===== src/rtl/seq_pkg.sv =====
// Shared constants for the sync-word transmitter and the matching 1101 detector.
// Gray-coded state values keep single-bit transitions around the frame loop.
package seq_pkg;

   typedef enum logic [1:0] {
      ST_IDLE = 2'b00,
      ST_SYNC = 2'b01,
      ST_DATA = 2'b11,
      ST_GAP  = 2'b10
   } seq_state_e;

   localparam int         SYNC_W_DEF = 4;
   localparam logic [3:0] SYNC_DEF   = 4'b1101;

   function automatic int max_int(input int a, input int b);
      return (a > b) ? a : b;
   endfunction

endpackage


===== src/rtl/seq_tx.sv =====
// Framed serial transmitter: sync word then payload, MSB first, one bit per clock,
// followed by a single gap cycle that pulses done.
//
// state | meaning
// IDLE  | waiting for a payload handshake; in_ready high
// SYNC  | shifting out the sync word, cnt indexes the bit
// DATA  | shifting out the captured payload from the shift register MSB
// GAP   | one idle cycle after the frame; done pulses
module seq_tx
   import seq_pkg::*;
#(
   parameter int                DATA_W = 8,
   parameter int                SYNC_W = SYNC_W_DEF,
   parameter logic [SYNC_W-1:0] SYNC   = SYNC_DEF
) (
   input  logic              clk,
   input  logic              rst,
   input  logic [DATA_W-1:0] in_data,
   input  logic              in_valid,
   output logic              in_ready,
   output logic              out,
   output logic              out_valid,
   output logic              done
);

   localparam int CNT_MAX = max_int(SYNC_W, DATA_W);
   localparam int CNT_W   = (CNT_MAX > 1) ? $clog2(CNT_MAX) : 1;

   localparam logic [CNT_W-1:0] SYNC_LAST = CNT_W'(SYNC_W - 1);
   localparam logic [CNT_W-1:0] DATA_LAST = CNT_W'(DATA_W - 1);

   seq_state_e        state, state_nxt;
   logic [CNT_W-1:0]  cnt, cnt_nxt;
   logic [DATA_W-1:0] sh, sh_nxt;
   logic              rdy;
   logic              sync_bit;

   always_ff @(posedge clk or negedge rst) begin
      if (!rst) begin
         state <= ST_IDLE;
         cnt   <= '0;
         sh    <= '0;
         rdy   <= 1'b0;
      end else begin
         state <= state_nxt;
         cnt   <= cnt_nxt;
         sh    <= sh_nxt;
         // Registered so in_ready stays low throughout reset and rises on the first edge after it.
         rdy   <= (state_nxt == ST_IDLE);
      end
   end

   always_comb begin
      state_nxt = state;
      cnt_nxt   = cnt;
      sh_nxt    = sh;
      case (state)
         ST_IDLE: begin
            if (in_valid && rdy) begin
               sh_nxt    = in_data;
               cnt_nxt   = '0;
               state_nxt = ST_SYNC;
            end
         end
         ST_SYNC: begin
            if (cnt == SYNC_LAST) begin
               cnt_nxt   = '0;
               state_nxt = ST_DATA;
            end else begin
               cnt_nxt = cnt + CNT_W'(1);
            end
         end
         ST_DATA: begin
            sh_nxt = sh << 1;
            if (cnt == DATA_LAST) begin
               cnt_nxt   = '0;
               state_nxt = ST_GAP;
            end else begin
               cnt_nxt = cnt + CNT_W'(1);
            end
         end
         ST_GAP:  state_nxt = ST_IDLE;
         default: state_nxt = ST_IDLE;
      endcase
   end

   always_comb begin
      sync_bit = 1'b0;
      for (int i = 0; i < SYNC_W; i++) begin
         if (cnt == CNT_W'(SYNC_W - 1 - i)) sync_bit = SYNC[i];
      end
   end

   always_comb begin
      out       = 1'b0;
      out_valid = 1'b0;
      done      = 1'b0;
      case (state)
         ST_SYNC: begin
            out       = sync_bit;
            out_valid = 1'b1;
         end
         ST_DATA: begin
            out       = sh[DATA_W-1];
            out_valid = 1'b1;
         end
         ST_GAP:  done = 1'b1;
         default: ;
      endcase
   end

   assign in_ready = rdy;

endmodule

===== config.mk =====
export PLATFORM = sky130hd
export DESIGN_NAME = seq_tx
export DESIGN_NICKNAME = d
export VERILOG_FILES = /design/src/rtl/seq_pkg.sv /design/src/rtl/seq_tx.sv
export SDC_FILE = /design/constraint.sdc
export NUM_CORES = 1
export LEC_CHECK = 0
export BUFFER_PORTS_ARGS = -buffer_cell sky130_fd_sc_hd__buf_2
export CORE_MARGIN = 5
export CORE_UTILIZATION = 55
export CTS_BUF_LIST = sky130_fd_sc_hd__clkbuf_4 sky130_fd_sc_hd__clkbuf_8
export CTS_CLUSTER_DIAMETER = 100
export CTS_CLUSTER_SIZE = 24
export DETAILED_ROUTE_END_ITERATION = 7
export PLACE_DENSITY = 0.8
export REMOVE_ABC_BUFFERS = 1
export SYNTH_ARGS = -nofsm -noshare
export SYNTH_HDL_FRONTEND = slang
export SYNTH_SLANG_ARGS = --single-unit

===== constraint.sdc =====
create_clock -name clk -period 1.8 [get_ports clk]
set_clock_uncertainty 0.2 [all_clocks]
set_input_delay 0.27 -clock clk [delete_from_list [all_inputs] [get_ports clk]]
set_output_delay 0.27 -clock clk [all_outputs]
set_load 0.05 [all_outputs]

==> flow_summary.yaml <==
global_route:
  track_usage_pct: 15.3
  grt_max_degree: 15
  grt-ovfl-total: 0
  top_usage_layer: "met2"
  grt_pass1_vias: 562
  grt_use_met3_pct: 3.45
  use_met1_pct: 19.4
  use_met2_pct: 25.7
  grt_pass1_wl_mm: 2.37
  antenna_found_initial: 0
place:
  gp_congestion: 0.730
  dp_hpwl_mm: 1.03
  place_area_um2: 821
  place_inst: 96
  port_buffers: 14
timing:
  fin_crit_sh_pct: 101
  fin_crit_ps: 1830
  fmax_mhz: 548
  finalHoldViolCount: 0
  worstMarginPinSlew_ps: 332
  grt_setup_unrepaired: "true"
  setup_violations: 1
  worst_slack_ps: -25.7
  slew_headroom_pct: 77.8
  fin_setup_tns_ps: -25.7
  slew_viol_final: 0
synth:
  post_synth_instance_area_um2: 757
  synthAdderAreaFrac_pct: 8.26
  synthMuxAreaShare_pct: 1.32
  synth_seq_cells: 14
  synth_cell_types: 25
  yosys.area_share.simple_pct: 8.43
  syn_inst: 71
  yosysWarnings: 0
  synth-seq-area-share_pct: 46.3
  synth.avg_cell_area_um2: 10.7
  synth-compound-area-share_pct: 25.5
  synth_top_family_by_area: "compound AO/OA/AOI/OAI gates"
  synth_xor_area_share_pct: 0
worst_setup_path:
  path_class: "reg2out"
  crit_chain: "inv_1, ha_1, nor2_1, o31ai_1, and2_1, buf_6"
  reg2reg_from: "cnt[0]$_DFFE_PN0P_"
  cp_max_fo: 2
  critPathMaxStageDelay_ps: 390
  startpoint_type: "register"
  cp_slowest_cell: "dfrtp_1"
  crit_start: "cnt[1]$_DFFE_PN0P_"
  cp.arrival_ps: 1360
  crit_required_ps: 1330
  cp-end-kind: "output pin"
run:
  maxCapViolCount: 0
route:
  dr.first_iter.drc_count: 6
  final_antenna_net_count: 0
  drt-vias-per-instance: 5.53
  drc: 0
  dr.pass1.iters: 3
  wirelength_mm: 1.39
  vias: 564
  post_drt_wl_per_cell_um: 13.7
floorplan:
  die_w_um: 47.1
  io_pins: 15
  start_util_pct: 58.2
  die_y_um: 47.1
  design.core.area_mm2: 0.00130
  num_rows: 13
  die-area_mm2: 0.00222
clock_tree:
  cts_tree: "done"
  cts.reportedPaths.clkPinSlew_ps: 70
  cts_root_buf: "clkbuf_4"
  clkLatencyLatePin_ps: 260
  cts_buffer_depth: 2
  h-tree-depth: 1
  clock_sinks: 14
  cts-buffers-inserted: 3
finish:
  seq_area_um2: 352
  finalInstanceArea_um2: 876
  fin_nets: 105
  fillers: 103
  multi_input_area_um2: 329
  drive_above_1_share_pct: 36.8
  fin_cells: 102
  flow.area_growth_from_synthesis_pct: 15.7
  insertedDiodeCount: 0
power:
  power.leakage_nw: 0.434
  powerDensity_mw_per_mm2: 1890
  ir_drop_mv: 0.954
status:
  failed_checks: "negative setup slack"
  status: "complete, but fails checks"
min_path:
  min_from: "in_valid"
  holdCritPathClass: "in2reg"
==> timing repair <==
item                                    CTS  global route
cloned                                    0             0
buffers inserted                          2             0
gates resized for setup                   3             1
hold endpoints to repair                 14             0
endpoints found under the setup margin    2             2
hold buffers                              1             0
pin swaps                                 1             0
==> area by class of cell <==
cell class | count | share of cell area [%]
Sequential cell | 14 | 40.1
Multi-Input combinational cell | 40 | 37.6
Timing Repair Buffer | 18 | 12.4
Inverter | 12 | 5.14
Clock buffer | 3 | 2.57
Tap cell | 15 | 2.14
==> cell families after synthesis <==
kind of cell / after synthesis
compound gates: 24
fa+ha+maj: 5
buf+inv: 17
flops: 14
mux: 1
simple gates: 10
==> synth_stat cells <==
| cell | instances | share of area, % |
|---|---|---|
| a21oi_1 | 3 | 2.0 |
| a21oi_2 | 7 | 8.1 |
| a22o_1 | 1 | 1.2 |
| a31oi_4 | 1 | 2.8 |
| a32o_1 | 1 | 1.3 |
| and2_1 | 2 | 1.7 |
| and2_4 | 1 | 1.2 |
| and4b_1 | 1 | 1.3 |
| buf_2 | 2 | 1.3 |
| buf_4 | 1 | 0.99 |
| buf_6 | 1 | 1.5 |
| clkbuf_1 | 1 | 0.50 |
| dfrtp_1 | 14 | 46 |
| ha_1 | 5 | 8.3 |
| inv_1 | 12 | 5.9 |
| mux2i_1 | 1 | 1.3 |
| nand2_1 | 1 | 0.50 |
| nand2_2 | 1 | 0.83 |
| nand4bb_1 | 1 | 1.5 |
| nor2_1 | 3 | 1.5 |
| o21a_1 | 1 | 0.99 |
| o22a_1 | 1 | 1.2 |
| o22ai_1 | 7 | 5.8 |
| o2bb2ai_1 | 1 | 1.2 |
| o31ai_1 | 1 | 0.99 |
==> worst max-delay path: cells and delay by family, from the launching register on <==
family | cells | cell delay, ps
flops | 1 | 390
buf+inv | 2 | 210
compound gates | 1 | 160
simple gates | 2 | 200
fa+ha+maj | 1 | 130
==> worst paths after layout <==
check / to / slack, ps / depth (start not counted)
setup / recovery: out / -30 / 6
hold / removal: in_ready$_DFF_PN0_ / 100 / 2
setup reg to reg: cnt[0]$_DFFE_PN0P_ / 110 / 6
hold reg to reg: sh[5]$_DFFE_PN0P_ / 320 / 2
max in group asynchronous: state[1]$_DFF_PN0_ / 910 / 2
min in group asynchronous: sh[4]$_DFFE_PN0P_ / 230 / 2
==> registers in the layout (all words and copies together), names as in the netlist <==
register	flops
cnt	3
state	2
sh	8
in_ready	1
==> layer usage <==
layer | routed length (um) | share of wire (%) | vias up
li1 | - | - | 286
met5 | 0 | 0 | -
met1 | 641 | 46 | 265
met3 | 69 | 5.0 | 2
met2 | 672 | 48 | 11
met4 | 9 | 0.65 | 0
==> stage by stage <==
step	utilization, %	setup slack (ps)	total power [mW]	hold slack, ps
floorplan	-	-86.0	1.23	-226
global placement	63.1	143	1.40	-23.9
CTS	67.3	-50.9	1.67	97.4
global route	67.3	-127	1.79	96.9
finish	67.3	-25.7	1.65	99.9
detailed placement	63.1	103	1.44	-25.2
==> report_power, final <==
group | switching (mW) | total [mW] | internal [mW] | leakage (nW)
clock | 0.0805 | 0.158 | 0.0771 | 0.0138
combinational | 0.528 | 0.911 | 0.383 | 0.261
sequential | 0.123 | 0.584 | 0.462 | 0.159
==> cell usage in the layout (no fill, tap or decap) <==
| cell type | instances |
|---|---|
| a21oi_1 | 3 |
| a21oi_2 | 7 |
| a22o_1 | 1 |
| a31oi_4 | 1 |
| a32o_1 | 1 |
| and2_1 | 2 |
| and2_4 | 1 |
| and4b_1 | 1 |
| buf_2 | 13 |
| buf_4 | 3 |
| buf_6 | 1 |
| clkbuf_4 | 3 |
| dfrtp_1 | 13 |
| dfrtp_2 | 1 |
| dlygate4sd3_1 | 1 |
| ha_1 | 5 |
| inv_1 | 11 |
| inv_2 | 1 |
| mux2i_1 | 1 |
| nand2_1 | 1 |
| nand2_2 | 1 |
| nand4bb_1 | 1 |
| nor2_1 | 3 |
| o21a_1 | 1 |
| o22a_1 | 1 |
| o22ai_1 | 7 |
| o2bb2ai_1 | 1 |
| o31ai_1 | 1 |
Note: power is estimated with default switching activity, not from simulation.
